### config.mk
export PLATFORM = sky130hd
export DESIGN_NAME = cl_decode_pipe
export DESIGN_NICKNAME = d
export VERILOG_FILES = /design/src/rtl/cl_decode_pipe_pkg.sv /design/src/rtl/cl_decode_pipe_scoreboard.sv /design/src/rtl/cl_decode_pipe.sv
export SDC_FILE = /design/constraint.sdc
export NUM_CORES = 1
export LEC_CHECK = 0
export ABC_AREA = 1
export BUFFER_PORTS_ARGS = -buffer_cell sky130_fd_sc_hd__buf_2
export CORE_MARGIN = 5
export CORE_UTILIZATION = 40
export CTS_CLUSTER_SIZE = 14
export DETAILED_ROUTE_END_ITERATION = 8
export PLACE_DENSITY = 0.72
export SYNTH_ARGS = -nofsm -noshare
export SYNTH_HDL_FRONTEND = slang
export SYNTH_HIERARCHICAL = 1
export SYNTH_SLANG_ARGS = --single-unit
### constraint.sdc
create_clock -name clk -period 2.5 [get_ports clk]
set_input_delay 0.125 -clock clk [delete_from_list [all_inputs] [get_ports clk]]
set_output_delay 0.125 -clock clk [all_outputs]
set_load 0.01 [all_outputs]
### src/rtl/cl_decode_pipe_pkg.sv
// Shared ISA definitions for the decode stage: instruction layout, control bundle,
// opcode encodings and the load-scoreboard entry type.
package cl_decode_pipe_pkg;

    localparam int ISA_OPCODE_W  = 6;
    localparam int ISA_RF_ADDR_W = 5;
    localparam int ISA_RS_IMM_W  = 5;
    // Scoreboard rd storage is wide enough for any supported register-address width.
    localparam int SB_RD_W       = 8;

    typedef struct packed {
        logic [ISA_OPCODE_W-1:0]  opcode;
        logic [ISA_RF_ADDR_W-1:0] rd;
        logic [ISA_RS_IMM_W-1:0]  rs_imm;
    } instruction_s;

    typedef struct packed {
        logic is_load_op_c;
        logic op_writes_rf_c;
        logic is_mem_op_c;
        logic is_store_op_c;
        logic is_byte_op_c;
        logic reads_rs_c;
        logic reads_rd_c;
    } ctrl_sigs;

    typedef struct packed {
        logic               valid;
        logic [SB_RD_W-1:0] rd;
    } sb_entry_s;

    localparam int SB_ENTRY_W = $bits(sb_entry_s);

    localparam logic [ISA_OPCODE_W-1:0] OP_ADDU  = 6'h01;
    localparam logic [ISA_OPCODE_W-1:0] OP_SUBU  = 6'h02;
    localparam logic [ISA_OPCODE_W-1:0] OP_SLLV  = 6'h03;
    localparam logic [ISA_OPCODE_W-1:0] OP_SRAV  = 6'h04;
    localparam logic [ISA_OPCODE_W-1:0] OP_SRLV  = 6'h05;
    localparam logic [ISA_OPCODE_W-1:0] OP_AND   = 6'h06;
    localparam logic [ISA_OPCODE_W-1:0] OP_OR    = 6'h07;
    localparam logic [ISA_OPCODE_W-1:0] OP_NOR   = 6'h08;
    localparam logic [ISA_OPCODE_W-1:0] OP_SLT   = 6'h09;
    localparam logic [ISA_OPCODE_W-1:0] OP_SLTU  = 6'h0A;
    localparam logic [ISA_OPCODE_W-1:0] OP_MOV   = 6'h0B;
    localparam logic [ISA_OPCODE_W-1:0] OP_JALR  = 6'h0C;
    localparam logic [ISA_OPCODE_W-1:0] OP_LW    = 6'h0D;
    localparam logic [ISA_OPCODE_W-1:0] OP_LBU   = 6'h0E;
    localparam logic [ISA_OPCODE_W-1:0] OP_SW    = 6'h0F;
    localparam logic [ISA_OPCODE_W-1:0] OP_SB    = 6'h10;
    localparam logic [ISA_OPCODE_W-1:0] OP_SLCR  = 6'h11;
    localparam logic [ISA_OPCODE_W-1:0] OP_SRCR  = 6'h12;
    localparam logic [ISA_OPCODE_W-1:0] OP_MYXOR = 6'h13;

endpackage

### src/rtl/cl_decode_pipe_scoreboard.sv
// Load-destination scoreboard: a shift register of {valid, rd} slots that ages
// each in-flight load until its data can be forwarded.
module cl_load_scoreboard
    import cl_decode_pipe_pkg::*;
#(
    parameter int LOAD_LAT  = 2,
    parameter int RF_ADDR_W = 5
) (
    input  logic                 clk,
    input  logic                 n_reset,
    input  logic                 push_i,
    input  logic [RF_ADDR_W-1:0] push_rd_i,
    input  logic                 shift_i,
    input  logic [RF_ADDR_W-1:0] qry_rs_i,
    input  logic                 qry_rs_en_i,
    input  logic [RF_ADDR_W-1:0] qry_rd_i,
    input  logic                 qry_rd_en_i,
    output logic                 hit_o
);

    sb_entry_s [LOAD_LAT-1:0] slot_q;
    sb_entry_s [LOAD_LAT-1:0] slot_d;

    // Next-state: age slots on an advance, then a new load lands in slot 0.
    always_comb begin
        slot_d = slot_q;
        for (int i = 1; i < LOAD_LAT; i++) begin
            slot_d[i] = shift_i ? slot_q[i-1] : slot_q[i];
        end
        if (push_i) begin
            slot_d[0] = {1'b1, SB_RD_W'(push_rd_i)};
        end else if (shift_i) begin
            slot_d[0] = {SB_ENTRY_W{1'b0}};
        end else begin
            slot_d[0] = slot_q[0];
        end
    end

    // Slot storage.
    always_ff @(posedge clk or negedge n_reset) begin
        if (!n_reset) begin
            slot_q <= {(LOAD_LAT*SB_ENTRY_W){1'b0}};
        end else begin
            slot_q <= slot_d;
        end
    end

    // Match any live slot against the consumer's source registers.
    always_comb begin
        hit_o = 1'b0;
        for (int i = 0; i < LOAD_LAT; i++) begin
            hit_o = hit_o | (slot_q[i].valid &
                    ((qry_rs_en_i & (slot_q[i].rd == SB_RD_W'(qry_rs_i))) |
                     (qry_rd_en_i & (slot_q[i].rd == SB_RD_W'(qry_rd_i)))));
        end
    end

endmodule

### src/rtl/cl_decode_pipe.sv
// Registered decode stage between fetch and execute, with a load-use interlock
// that holds back consumers until the producing load can be forwarded.
module cl_decode_pipe
    import cl_decode_pipe_pkg::*;
#(
    parameter int INSTR_W     = 16,
    parameter int RF_ADDR_W   = 5,
    parameter int LOAD_LAT    = 2,
    parameter bit ZERO_REG_EN = 1'b1
) (
    input  logic               clk,
    input  logic               n_reset,
    input  logic               in_valid,
    output logic               in_ready,
    input  logic [INSTR_W-1:0] instruction_i,
    input  logic               flush_i,
    output logic               out_valid,
    input  logic               out_ready,
    output logic [INSTR_W-1:0] instruction_o,
    output ctrl_sigs           ctrl_sigs_o,
    output logic               stall_o,
    output logic [15:0]        hazard_cnt_o
);

    // Field layout, LSB first: rs_imm, rd, opcode.
    logic [ISA_OPCODE_W-1:0] opcode_s;
    logic [RF_ADDR_W-1:0]    rd_s;
    logic [RF_ADDR_W-1:0]    rs_s;
    ctrl_sigs                ctrl_s;
    logic                    rs_en_s;
    logic                    rd_en_s;
    logic                    hit_s;
    logic                    hazard_s;
    logic                    stall_s;
    logic                    accept_s;

    logic                    out_valid_q, out_valid_d;
    logic [INSTR_W-1:0]      instr_q, instr_d;
    ctrl_sigs                ctrl_q, ctrl_d;
    logic [15:0]             cnt_q, cnt_d;

    assign opcode_s = instruction_i[2*RF_ADDR_W +: ISA_OPCODE_W];
    assign rd_s     = instruction_i[RF_ADDR_W +: RF_ADDR_W];
    assign rs_s     = instruction_i[0 +: RF_ADDR_W];

    // Opcode decode; anything unrecognised yields an inert all-zero bundle.
    always_comb begin
        ctrl_s = 7'b0000000;
        case (opcode_s)
            OP_ADDU, OP_SUBU, OP_SLLV, OP_SRAV, OP_SRLV, OP_AND, OP_OR,
            OP_NOR, OP_SLT, OP_SLTU, OP_SLCR, OP_SRCR, OP_MYXOR: begin
                ctrl_s.op_writes_rf_c = 1'b1;
                ctrl_s.reads_rs_c     = 1'b1;
                ctrl_s.reads_rd_c     = 1'b1;
            end
            OP_MOV, OP_JALR: begin
                ctrl_s.op_writes_rf_c = 1'b1;
                ctrl_s.reads_rs_c     = 1'b1;
            end
            OP_LW, OP_LBU: begin
                ctrl_s.is_load_op_c   = 1'b1;
                ctrl_s.op_writes_rf_c = 1'b1;
                ctrl_s.is_mem_op_c    = 1'b1;
                ctrl_s.is_byte_op_c   = (opcode_s == OP_LBU);
                ctrl_s.reads_rs_c     = 1'b1;
            end
            OP_SW, OP_SB: begin
                ctrl_s.is_mem_op_c    = 1'b1;
                ctrl_s.is_store_op_c  = 1'b1;
                ctrl_s.is_byte_op_c   = (opcode_s == OP_SB);
                ctrl_s.reads_rs_c     = 1'b1;
                ctrl_s.reads_rd_c     = 1'b1;
            end
            default: begin
                ctrl_s = 7'b0000000;
            end
        endcase
    end

    assign rs_en_s  = ctrl_s.reads_rs_c & ~(ZERO_REG_EN & (rs_s == {RF_ADDR_W{1'b0}}));
    assign rd_en_s  = ctrl_s.reads_rd_c & ~(ZERO_REG_EN & (rd_s == {RF_ADDR_W{1'b0}}));
    assign hazard_s = in_valid & hit_s;
    // A flush masks the hazard so flushed cycles are never counted as stalls.
    assign stall_s  = hazard_s & ~flush_i;
    assign in_ready = ~hazard_s & (~out_valid_q | out_ready) & ~flush_i;
    assign accept_s = in_valid & in_ready;

    cl_load_scoreboard #(
        .LOAD_LAT  (LOAD_LAT),
        .RF_ADDR_W (RF_ADDR_W)
    ) u_scoreboard (
        .clk         (clk),
        .n_reset     (n_reset),
        .push_i      (accept_s & ctrl_s.is_load_op_c),
        .push_rd_i   (rd_s),
        .shift_i     (out_ready),
        .qry_rs_i    (rs_s),
        .qry_rs_en_i (rs_en_s),
        .qry_rd_i    (rd_s),
        .qry_rd_en_i (rd_en_s),
        .hit_o       (hit_s)
    );

    // Output-register next state: flush kills, accept loads, a drained slot becomes a bubble.
    always_comb begin
        out_valid_d = out_valid_q;
        instr_d     = instr_q;
        ctrl_d      = ctrl_q;
        if (flush_i) begin
            out_valid_d = 1'b0;
        end else if (accept_s) begin
            out_valid_d = 1'b1;
            instr_d     = instruction_i;
            ctrl_d      = ctrl_s;
        end else if (out_ready) begin
            out_valid_d = 1'b0;
        end else begin
            out_valid_d = out_valid_q;
        end
        cnt_d = (stall_s && (cnt_q != 16'hFFFF)) ? cnt_q + 16'd1 : cnt_q;
    end

    // Output bundle and stall counter registers.
    always_ff @(posedge clk or negedge n_reset) begin
        if (!n_reset) begin
            out_valid_q <= 1'b0;
            instr_q     <= {INSTR_W{1'b0}};
            ctrl_q      <= 7'b0000000;
            cnt_q       <= 16'h0000;
        end else begin
            out_valid_q <= out_valid_d;
            instr_q     <= instr_d;
            ctrl_q      <= ctrl_d;
            cnt_q       <= cnt_d;
        end
    end

    assign out_valid     = out_valid_q;
    assign instruction_o = instr_q;
    assign ctrl_sigs_o   = ctrl_q;
    assign stall_o       = stall_s;
    assign hazard_cnt_o  = cnt_q;

endmodule

==> results.sh <==
export IMPL_yosys_warnings=6
export IMPL_hold_path_class="in2reg"
export IMPL_drive_gt1_share_pct=22.3
export IMPL_crit_arrival_ps=2390
export IMPL_maxSlewHeadroom_pct=65.5
export IMPL_post_route_drc_count=0
export IMPL_critical_path_class="in2reg"
export IMPL_cpPeakStageDelay_ps=210
export IMPL_clk_pin_slew_ps=100
export IMPL_synth_common_cells="nand2_1 (176), dfrtp_1 (52), inv_1 (49), nor2_1 (45), o21ai_0 (24)"
export IMPL_antenna_found_initial=0
export IMPL_cap_violations=0
export IMPL_port_buffers=62
export IMPL_fin_skew_ps=7.71
export IMPL_synthDistinctLibCells=26
export IMPL_synth_ff_type="dfrtp_1"
export IMPL_cpMostUsedCell="nand2_1"
export IMPL_fin_area_um2=3590
export IMPL_cp_slowest_cell="buf_4"
export IMPL_post_drt_wl_per_cell_um=12.3
export IMPL_critPathBufInv=3
export IMPL_cellLeakagePower_nw=2.03
export IMPL_drt_vias_per_instance=4.73
export IMPL_p_per_area_nw_per_um2=548
export IMPL_tritoncts="yes"
export IMPL_core_area_um2=7250
export IMPL_cts_setup_buffers=0
export IMPL_crit_required_ps=2740
export IMPL_cpLargestDelayFamily="simple AND/OR/NAND/NOR gates"
export IMPL_yosys_register_bits=52
export IMPL_fmax_mhz=465
export IMPL_die_x_um=96.4
export IMPL_cts_sinks=52
export IMPL_grt_usage_pct=16.8
export IMPL_final_util_pct=49.5
export IMPL_min_period_ps=2150
export IMPL_start_util_pct=41.2
export IMPL_die_area_um2=9290
export IMPL_setup_violations=0
export IMPL_syn_to_final_growth_pct=20.2
export IMPL_totalWireLength_mm=7.40
export IMPL_async_flop_share_pct=100
export IMPL_clockRootBuffer="clkbuf_8"
export IMPL_drtAntennaViolNets=0
export IMPL_vias=2845
export IMPL_critPathCaptureType="flop"
export IMPL_finalWorstSetupSlack_ps=348
export IMPL_synth_edf_count=0
export IMPL_gr_total_overflow=0
export IMPL_syn_area_per_cell_um2=6.98
export IMPL_final_max_slew_viol_count=0
export IMPL_row_count=31
export IMPL_drt_iter0_drc=141
export IMPL_crit_path_max_fanout=10
export IMPL_hold_slack_ps=67.9
export IMPL_synthCells=428
export IMPL_peakVddDrop_mv=0.379
export IMPL_antenna_cells=0
export IMPL_ios=63
export IMPL_outcome="finished clean"
export IMPL_grt_pass1_wl_mm=12.3
export IMPL_dr_pass1_iters=4
export IMPL_finalHoldViolations=0
export IMPL_die_h_um=96.4
export IMPL_rsz0062_at_grt="false"
export IMPL_h_tree_depth=2
export IMPL_placed_cell_area_um2=3450
export IMPL_clockBufferDepth=2
export IMPL_clkLatencyLatePin_ps=300
export IMPL_synth_area_um2=2990
export IMPL_synth_top_cell_by_area="dfrtp_1"
export IMPL_place_gp_congestion=0.899
export IMPL_pre_cts_ws_ps=-95.7
export IMPL_place_hpwl_mm=5.89
export IMPL_grt_max_degree=23
export IMPL_yosysSeqAreaShare_pct=43.6
export IMPL_first_global_vias=2719
export IMPL_finalNetCount=524
export IMPL_cp_start_kind="primary input"
export IMPL_cts_made_buffers=5
export IMPL_synth_nets=450
export IMPL_ys_top_cells_by_area="dfrtp_1 (44%), nand2_1 (22%), inv_1 (6.2%)"
export IMPL_synth_top_cell_area_share_pct=43.6
export IMPL_path_cells="buf_2, nor2_1, buf_4, nand3_1, nand2_1, nor2_1, nand2_1, nor2_1, a21oi_2, nand2_1, nor2_1, nand3_1, nand2_1, nand2_1, nand2_1, nand2_1, nor2_4, o21ai_0, nand2_2, buf_4, nand2_2, o21ai_2"
export IMPL_worstMarginPinSlew_ps=513
export IMPL_synth_most_common_cell="nand2_1"
export IMPL_finalCritPeriodShare_pct=86.1
==> final timing paths <==
check	cells past startpoint	slack (ps)	start	end
max in group asynchronous	3	1680	n_reset	u_scoreboard/slot_q[3]
min in group asynchronous	2	230	n_reset	hazard_cnt_o[2]
worst min register to register	2	480	instruction_o[8]	instruction_o[8]
worst min-delay path	2	70	flush_i	out_valid
worst max register to register	15	500	u_scoreboard/slot_q[3]	instruction_o[13]
worst max-delay path	22	350	instruction_i[14]	hazard_cnt_o[10]
==> layout make-up <==
type                    count  area, µm²
well taps                  99        124
clock buffers               5       68.8
clock inverters             3       42.5
inverters                  52        195
multi-input cells         317       1460
repair buffers             74        403
fillers                   747       3660
flip-flops and latches     52       1300
==> routing by layer <==
| layer | vias to the layer above | track usage (%) | share of wire, % |
|---|---|---|---|
| li1 | 1462 | - | - |
| met1 | 1302 | 21.9 | 45 |
| met2 | 74 | 29.1 | 48 |
| met3 | 7 | 2.40 | 5.5 |
| met4 | 0 | 4.44 | 0.97 |
| met5 | - | 0 | 0 |
==> stage by stage <==
stage / instances / TNS [ps] / total power [mW]
after global routing: 602 / 0 / 2.08
after floorplan: 428 / 0 / 1.21
after detailed placement: 593 / -560 / 1.40
after global placement: 593 / 0 / 1.39
after CTS: 602 / 0 / 1.98
final: 602 / 0 / 1.97
==> sequential cells by signal (all words and copies together) (netlist names) <==
| name | flops |
|---|---|
| ctrl_sigs_o | 7 |
| instruction_o | 16 |
| out_valid | 1 |
| hazard_cnt_o | 16 |
| u_scoreboard/slot_q | 12 |
==> kinds of logic after synthesis <==
kind of cell,synth area share (%)
and+or+nand+nor,37.2
DFF,43.6
AOI/OAI and AO/OA,7.17
buffers and inverters,8.13
adders and majority gates,0.419
xor gates and xnor gates,3.52
==> repair_timing <==
action                     CTS  global route
setup endpoints to repair    0             8
hold buffers                 1             0
resized for setup            0             7
hold endpoints to repair    10             0
==> power by group <==
group / total (mW) / switching, mW / internal, mW
Sequential: 0.984 / 0.0639 / 0.920
Combinational: 0.398 / 0.244 / 0.153
Clock: 0.584 / 0.287 / 0.297
==> cells in the final DEF (no fill, tap or decap) <==
cell           Yosys  final
nor2_1            45     42
nor3_4             1      1
a21oi_2            0      1
o21bai_1           1      1
nor2_2             1      4
ha_1               1      1
nor4_1             1      1
nand3_1           23     23
o21ai_1            1      3
bufinv_16          0      1
clkbuf_8           0      5
buf_2              5     62
nand4_1            2      2
inv_2              3      3
inv_1             49     49
xnor2_1            3      3
or2_4              0      1
a21oi_1            4      3
nand3_2            2      2
nor2_4             1      1
clkinv_2           0      1
xor2_1             9      9
o21ai_0           24     22
dlygate4sd3_1      0      1
nor3_1             2      2
buf_4              0     11
o21ai_2            7      7
clkinvlp_4         0      1
nand2_2           11     11
nand3b_1           1      1
nand2_1          176    176
dfrtp_1           52     52
Note: power is estimated with default switching activity, not from simulation.
